===== config.mk =====
export PLATFORM = sky130hd
export DESIGN_NAME = ex_stage_flat
export DESIGN_NICKNAME = d
export VERILOG_FILES = /design/src/rtl/ex_if.sv /design/src/rtl/ex_stage.sv /design/src/flat_wrapper.sv
export SDC_FILE = /design/constraint.sdc
export NUM_CORES = 1
export LEC_CHECK = 0
export BUFFER_PORTS_ARGS = -buffer_cell sky130_fd_sc_hd__buf_2
export CORE_MARGIN = 3
export CORE_UTILIZATION = 35
export DETAILED_ROUTE_END_ITERATION = 16
export PLACE_DENSITY = 0.56
export RECOVER_POWER = 25
export SLEW_MARGIN = 20
export SYNTH_ARGS = -nofsm -noshare
export SYNTH_HDL_FRONTEND = slang
export SYNTH_SLANG_ARGS = --single-unit

===== constraint.sdc =====
create_clock -name clk -period 9.2 [get_ports clk]
set_input_delay 1.38 -clock clk [delete_from_list [all_inputs] [get_ports clk]]
set_output_delay 1.38 -clock clk [all_outputs]
set_load 0.05 [all_outputs]

===== src/rtl/ex_if.sv =====
// Bundle between decode/writeback and the execute stage: ID_EX in, MEM_WB
// writeback info in, branch redirect and registered EX_MEM out.
interface ex_if;
    logic [229:0] ID_EX;
    logic         MEM_WB_RegWrite;
    logic [4:0]   MEM_WB_WriteReg;
    logic [31:0]  MEM_WB_RegWriteData;
    logic         BranchTaken;
    logic [31:0]  branch_target;
    logic [105:0] EX_MEM;

    modport master (
        output ID_EX, MEM_WB_RegWrite, MEM_WB_WriteReg, MEM_WB_RegWriteData,
        input  BranchTaken, branch_target, EX_MEM
    );

    modport slave (
        input  ID_EX, MEM_WB_RegWrite, MEM_WB_WriteReg, MEM_WB_RegWriteData,
        output BranchTaken, branch_target, EX_MEM
    );
endinterface


===== src/rtl/ex_stage.sv =====
// MIPS execute stage: operand forwarding, ALU, branch resolution and the
// EX/MEM pipeline register.
module ex_stage (
    input  logic clk,
    input  logic reset,
    ex_if.slave  bus
);
    localparam logic [5:0] F_ADD  = 6'b000000;
    localparam logic [5:0] F_SUB  = 6'b000001;
    localparam logic [5:0] F_AND  = 6'b011000;
    localparam logic [5:0] F_OR   = 6'b011110;
    localparam logic [5:0] F_XOR  = 6'b010110;
    localparam logic [5:0] F_NOR  = 6'b010001;
    localparam logic [5:0] F_PASS = 6'b011010;
    localparam logic [5:0] F_SLL  = 6'b100000;
    localparam logic [5:0] F_SRL  = 6'b100001;
    localparam logic [5:0] F_SRA  = 6'b100011;
    localparam logic [5:0] F_EQ   = 6'b110011;
    localparam logic [5:0] F_NEQ  = 6'b110001;
    localparam logic [5:0] F_LT   = 6'b110101;
    localparam logic [5:0] F_LEZ  = 6'b111101;
    localparam logic [5:0] F_LTZ  = 6'b111011;
    localparam logic [5:0] F_GTZ  = 6'b111111;

    logic [31:0]  rs_data_s, rt_data_s, lu_data_s, pc_plus4_s, imm32_s;
    logic [4:0]   rs_s, rt_s, rd_s, shamt_s;
    logic         alu_src1_s, alu_src2_s, sign_s, mem_read_s, mem_write_s;
    logic         reg_write_s, lu_op_s, branch_s;
    logic [5:0]   alu_fun_s;
    logic [1:0]   mem_to_reg_s, reg_dst_s;

    logic [105:0] ex_mem_r;
    logic [105:0] ex_mem_next_s;
    logic [31:0]  fwd_rs_s, fwd_rt_s, op_a_s, op_b_s, alu_s, result_s;
    logic [4:0]   write_reg_s;
    logic         lt_s;

    assign rs_data_s    = bus.ID_EX[31:0];
    assign rt_data_s    = bus.ID_EX[63:32];
    assign rs_s         = bus.ID_EX[68:64];
    assign rt_s         = bus.ID_EX[73:69];
    assign rd_s         = bus.ID_EX[78:74];
    assign sign_s       = bus.ID_EX[79];
    assign alu_fun_s    = bus.ID_EX[85:80];
    assign alu_src2_s   = bus.ID_EX[86];
    assign alu_src1_s   = bus.ID_EX[87];
    assign mem_write_s  = bus.ID_EX[120];
    assign mem_read_s   = bus.ID_EX[121];
    assign reg_write_s  = bus.ID_EX[122];
    assign mem_to_reg_s = bus.ID_EX[124:123];
    assign lu_data_s    = bus.ID_EX[156:125];
    assign lu_op_s      = bus.ID_EX[157];
    assign pc_plus4_s   = bus.ID_EX[189:158];
    assign shamt_s      = bus.ID_EX[194:190];
    assign imm32_s      = bus.ID_EX[226:195];
    assign branch_s     = bus.ID_EX[227];
    assign reg_dst_s    = bus.ID_EX[229:228];

    // Loads in EX/MEM never forward; their data is not ready yet and the
    // decode stage has already inserted a bubble for the dependent op.
    function automatic logic [31:0] fwd_sel(
        input logic [4:0]  src,
        input logic [31:0] reg_data,
        input logic        em_we,
        input logic        em_mr,
        input logic [1:0]  em_m2r,
        input logic [4:0]  em_reg,
        input logic [31:0] em_pc4,
        input logic [31:0] em_alu,
        input logic        wb_we,
        input logic [4:0]  wb_reg,
        input logic [31:0] wb_data
    );
        logic [31:0] r;
        r = reg_data;
        if (src == 5'd0) begin
            r = reg_data;
        end else if (em_we && !em_mr && (em_reg == src)) begin
            r = (em_m2r == 2'b10) ? em_pc4 : em_alu;
        end else if (wb_we && (wb_reg == src)) begin
            r = wb_data;
        end else begin
            r = reg_data;
        end
        return r;
    endfunction

    // Forwarded register operands and ALU input muxes
    always_comb begin
        fwd_rs_s = fwd_sel(rs_s, rs_data_s, ex_mem_r[105], ex_mem_r[102],
                           ex_mem_r[104:103], ex_mem_r[68:64], ex_mem_r[100:69],
                           ex_mem_r[31:0], bus.MEM_WB_RegWrite,
                           bus.MEM_WB_WriteReg, bus.MEM_WB_RegWriteData);
        fwd_rt_s = fwd_sel(rt_s, rt_data_s, ex_mem_r[105], ex_mem_r[102],
                           ex_mem_r[104:103], ex_mem_r[68:64], ex_mem_r[100:69],
                           ex_mem_r[31:0], bus.MEM_WB_RegWrite,
                           bus.MEM_WB_WriteReg, bus.MEM_WB_RegWriteData);
        op_a_s = alu_src1_s ? {27'd0, shamt_s} : fwd_rs_s;
        op_b_s = alu_src2_s ? imm32_s : fwd_rt_s;
    end

    // Less-than, signedness chosen per instruction
    always_comb begin
        lt_s = 1'b0;
        if (sign_s) begin
            lt_s = ($signed(op_a_s) < $signed(op_b_s));
        end else begin
            lt_s = (op_a_s < op_b_s);
        end
    end

    // ALU function decode
    always_comb begin
        alu_s = 32'd0;
        case (alu_fun_s)
            F_ADD:   alu_s = op_a_s + op_b_s;
            F_SUB:   alu_s = op_a_s - op_b_s;
            F_AND:   alu_s = op_a_s & op_b_s;
            F_OR:    alu_s = op_a_s | op_b_s;
            F_XOR:   alu_s = op_a_s ^ op_b_s;
            F_NOR:   alu_s = ~(op_a_s | op_b_s);
            F_PASS:  alu_s = op_a_s;
            F_SLL:   alu_s = op_b_s << op_a_s[4:0];
            F_SRL:   alu_s = op_b_s >> op_a_s[4:0];
            F_SRA:   alu_s = $signed(op_b_s) >>> op_a_s[4:0];
            F_EQ:    alu_s = {31'd0, (op_a_s == op_b_s)};
            F_NEQ:   alu_s = {31'd0, (op_a_s != op_b_s)};
            F_LT:    alu_s = {31'd0, lt_s};
            F_LEZ:   alu_s = {31'd0, ($signed(op_a_s) <= 32'sd0)};
            F_LTZ:   alu_s = {31'd0, op_a_s[31]};
            F_GTZ:   alu_s = {31'd0, ($signed(op_a_s) > 32'sd0)};
            default: alu_s = 32'd0;
        endcase
    end

    // Result select, destination register and next EX/MEM contents
    always_comb begin
        result_s = lu_op_s ? (lu_data_s & 32'hFFFF_0000) : alu_s;
        case (reg_dst_s)
            2'b00:   write_reg_s = rd_s;
            2'b01:   write_reg_s = rt_s;
            2'b10:   write_reg_s = 5'd31;
            2'b11:   write_reg_s = 5'd26;
            default: write_reg_s = 5'd0;
        endcase
        ex_mem_next_s = {reg_write_s, mem_to_reg_s, mem_read_s, mem_write_s,
                         pc_plus4_s, write_reg_s, fwd_rt_s, result_s};
    end

    // EX/MEM pipeline register, loads every cycle
    always_ff @(posedge clk or posedge reset) begin
        if (reset) begin
            ex_mem_r <= 106'd0;
        end else begin
            ex_mem_r <= ex_mem_next_s;
        end
    end

    assign bus.EX_MEM        = ex_mem_r;
    assign bus.BranchTaken   = branch_s & alu_s[0];
    assign bus.branch_target = bus.ID_EX[119:88];
endmodule


===== src/flat_wrapper.sv =====
// flat-port wrapper written by rule: the top's interface ports become plain ports
module ex_stage_flat 
  (clk, reset, bus_ID_EX, bus_MEM_WB_RegWrite, bus_MEM_WB_WriteReg, bus_MEM_WB_RegWriteData, bus_BranchTaken, bus_branch_target, bus_EX_MEM);
  ex_if bus_i ();
  input  logic clk;
  input  logic reset;
  input wire logic [$bits(bus_i.ID_EX)-1:0] bus_ID_EX;
  input wire logic [$bits(bus_i.MEM_WB_RegWrite)-1:0] bus_MEM_WB_RegWrite;
  input wire logic [$bits(bus_i.MEM_WB_WriteReg)-1:0] bus_MEM_WB_WriteReg;
  input wire logic [$bits(bus_i.MEM_WB_RegWriteData)-1:0] bus_MEM_WB_RegWriteData;
  output wire logic [$bits(bus_i.BranchTaken)-1:0] bus_BranchTaken;
  output wire logic [$bits(bus_i.branch_target)-1:0] bus_branch_target;
  output wire logic [$bits(bus_i.EX_MEM)-1:0] bus_EX_MEM;
  assign bus_i.ID_EX = bus_ID_EX;
  assign bus_i.MEM_WB_RegWrite = bus_MEM_WB_RegWrite;
  assign bus_i.MEM_WB_WriteReg = bus_MEM_WB_WriteReg;
  assign bus_i.MEM_WB_RegWriteData = bus_MEM_WB_RegWriteData;
  assign bus_BranchTaken = bus_i.BranchTaken;
  assign bus_branch_target = bus_i.branch_target;
  assign bus_EX_MEM = bus_i.EX_MEM;
  ex_stage u_core (.clk(clk), .reset(reset), .bus(bus_i));
endmodule

==> metrics.md <==
| Metric | Value |
|---|---|
| Drt total wl | `between 90000 and 100000 um` |
| Worst Reg-to-Reg Cells | `19` |
| Sum Neg Setup Slack | `0 ns` |
| Reg2reg start | `u_core.bus.EX_MEM[65]` |
| Initial antenna violation count | `11` |
| Final Wtd Congestion | `1.09` |
| Post-synth top area cell | `dfrtp_1` |
| Io pins | `slightly above 400` |
| Hold bufs inserted after CTS | `0` |
| Setup slack, reg-to-reg | `2.32 ns` |
| Failing checks | `capacitance limit, slew limit` |
| HP Start | `u_core.bus.EX_MEM[78]` |
| Clock buffer count from CTS | `9` |
| VDD IR-drop max | `0.123 mV` |
| Largest net degree at the start of global routing | `72` |
| RSZ-0062 raised after global routing | `no` |
| ANT nets after route | `0` |
| Mapped Avg Cell Area | `7.42 sq um` |
| Crit path kind | `in -> out` |
| Hold Crit Depth | `4` |
| CP Data Required Time | `about 7.8 ns` |
| Die Area | `47500 sq um` |
| Worst Tran Pin Value | `approximately 1.7 ns` |
| Crit start category | `input port` |
| Fin. max-slew vios | `37` |
| Clock Skews | `0.0102 ns` |
| Crit end category | `primary output` |
| Setup WS pre-CTS | `0.656 ns` |
| Post_cts resized | `0` |
| Grt total ovfl | `0` |
| Hold Violations, Final | `0` |
| Post-Synthesis Cells | `2119` |
| Post-Syn Nets | `2491` |
| Clk_lat worst skew | `0.37 ns` |
| Post-DP HPWL | `74800 um` |
| Slew headroom | `-11.1%` |
| Yosys warning total | `0` |
| Drt first pass iters | `8` |
| Total Routing Usage GR | `37.5%` |
| Sink of the worst hold path | `u_core.bus.EX_MEM[41]` |
| Leak | `roughly 8.0 nW` |
| Sequential fraction of the synthesis area | `16.9%` |
| Share of cells above drive strength 1 | `between 20% and 30%` |
| Placed insts | `about 2900` |
| Final period util | `approximately 94%` |
| Clock slew at reported path FFs | `0.07 ns` |
| Wire length per cell | `~32 um` |
| Tmin final | `8.69 ns` |
| CP Max Fanout | `25` |
| Power density over cell area | `117 nW/um^2` |
| First DRT Iteration DRCs | `between 3000 and 4000` |
| Post-route insts no fill | `2955` |
| Die span in x | `218 um` |
| Area growth from synthesis to layout | `15.6%` |
| CTS tree | `built` |
| Root buffer cell | `clkbuf_16` |
| Status | `complete, but fails checks` |
| Max reg flops | `106` |
| Fmax achieved | `115 MHz` |
| Synth Register Bits | `106` |
| Drt drc | `0` |
| FFs w/ async S/R, synth | `100%` |
| Top-area cell type share of the netlist area | `~17%` |
| Core Area | `44300 sq um` |
| # clock sinks | `106` |
| H-tree levels | `3` |
| PortBufs | `328` |
| Final setup fails | `0` |
| Die span in y | `approximately 220 um` |
| Most used DFF post-synth | `dfrtp_1` |
| Vias | `19600` |
| Post-route setup slack | `0.511 ns` |
| Final #Nets | `2721` |
| Initial core utilization | `35.5%` |
| Worst hold slack | `0.770 ns` |
| Postcts setup bufs | `0` |
| First-pass GRT wire length | `about 130000 um` |
| Max-cap violations | `1` |
| Via density | `6.64` |
| Post-synth EDFFs | `0` |
| Yosys cell types | `97` |
| Max clock buf depth | `2` |
| # fillers | `4674` |
| Hold WC Path Type | `reg -> reg` |
| Vias in the first global route | `approximately 18000` |
| Critical R2R Capture | `u_core.bus.EX_MEM[25]` |
| Mapped Area | `about 16000 sq um` |
| Largest cells by area after synthesis | `dfrtp_1, mux2i_1, ha_1` |
| Crit path DAT | `7.31 ns` |
| Core Rows | `77` |
[cell usage after synthesis, drive strengths merged, types with 35 or more instances]
cell	instances
a21oi	140
o22ai	36
inv	108
a31oi	35
nor2	221
o21ai	163
o211ai	42
nand2	196
a221oi	57
a221o	41
buf	97
nor3	48
dfrtp	106
clkbuf	108
mux2i	174
ha	100
[stage by stage]
stage	instance area (sq um)	util, %	power (mW)
floorplan	15700	-	1.30
detailed placement	17900	40.3	1.70
global placement	17900	40.3	1.69
finish	18200	41.0	2.13
CTS	18200	41.0	2.10
global route	18200	41.0	2.21
[worst max-delay path, cell delays in order]
cell and delay (ns):
buf_2 0.16, xnor2_1 0.34, nand4_1 0.20, o22ai_1 0.36, a21oi_2 0.13, buf_4 0.25, a221oi_1 0.58, buf_4 0.28
ha_1 0.19, inv_1 0.07, fa_1 0.47, nor2b_1 0.16, o21ai_0 0.23, a31oi_1 0.21, a2111oi_0 0.44, buf_4 0.21
nor2_1 0.07, a31oi_1 0.33, o21a_1 0.22, nor2_1 0.06, o21ai_0 0.16, a31oi_1 0.16, a31oi_1 0.31, buf_4 0.18
buf_12 0.12
[cell families (layout without fill, tap and decap cells)]
logic type                 count (synthesis)  count (layout)  share of synthesized area (%)
muxes                                    187             187                           12.1
xor gates and xnor gates                  37              37                           2.11
DFF                                      106             106                           16.9
AOI/OAI and AO/OA                        757             757                           33.7
other                                      0              10                              0
adders and majority gates                102             102                           8.21
and+or+nand+nor                          617             617                           18.0
buffers and inverters                    313             547                           8.98
[layout make-up]
cell class / count / area [sq um] / area share, %
diodes: 10 / 25.0 / 0.138
clock buffers: 12 / 267 / 1.47
clock inverters: 3 / 23.8 / 0.131
inverters: 108 / 409 / 2.25
multi-input cells: 1700 / 11700 / 64.3
flip-flops and latches: 106 / 2650 / 14.6
well taps: 592 / 741 / 4.08
repair buffers: 424 / 2360 / 13.0
[metal layers]
layer	track usage (%)	part of all wire [%]
met3	10.1	13
met2	57.3	43
met1	49.8	40
met4	16.0	4.6
met5	0	0
[how the worst max path moves through the flow]
stage                   from               to  depth (start not counted)
4_1_cts        bus_ID_EX[70]  bus_BranchTaken                         25
2_1_floorplan  bus_ID_EX[64]  bus_BranchTaken                         22
6_report       bus_ID_EX[70]  bus_BranchTaken                         25
3_5_place_dp   bus_ID_EX[70]  bus_BranchTaken                         25
5_1_grt        bus_ID_EX[70]  bus_BranchTaken                         25
3_3_place_gp   bus_ID_EX[70]  bus_BranchTaken                         25
[report_power, final]
part | internal [mW] | switching [mW] | leakage [nW]
clock network | 0.205 | 0.188 | 0.137
logic | 0.372 | 0.855 | 6.55
registers | 0.494 | 0.0200 | 1.28
total | 1.07 | 1.06 | 7.97
[cell usage in the layout, fill, tap and decap left out, types with 10 or more instances in the layout]
master	count
o22ai_1	36
dfrtp_1	106
nor4_1	17
xnor2_1	31
o211ai_1	40
buf_2	316
a21o_1	18
o21ai_0	151
and3_1	10
diode_2	10
and2_1	11
nor3_1	46
nor2b_1	12
a221oi_1	56
nor2_1	215
a31oi_1	35
o21ai_1	11
o221ai_1	25
a22oi_1	11
mux2_2	12
buf_4	96
nand3_1	29
nand2b_1	10
nand4_1	16
o21bai_1	12
nand2_1	193
clkbuf_1	11
o31ai_1	16
a21oi_1	139
ha_1	100
o21a_1	15
or2_2	11
a211oi_1	22
mux2i_1	173
inv_1	102
o311ai_0	12
a221o_1	41
No activity file was read; power rests on OpenSTA's default activity.
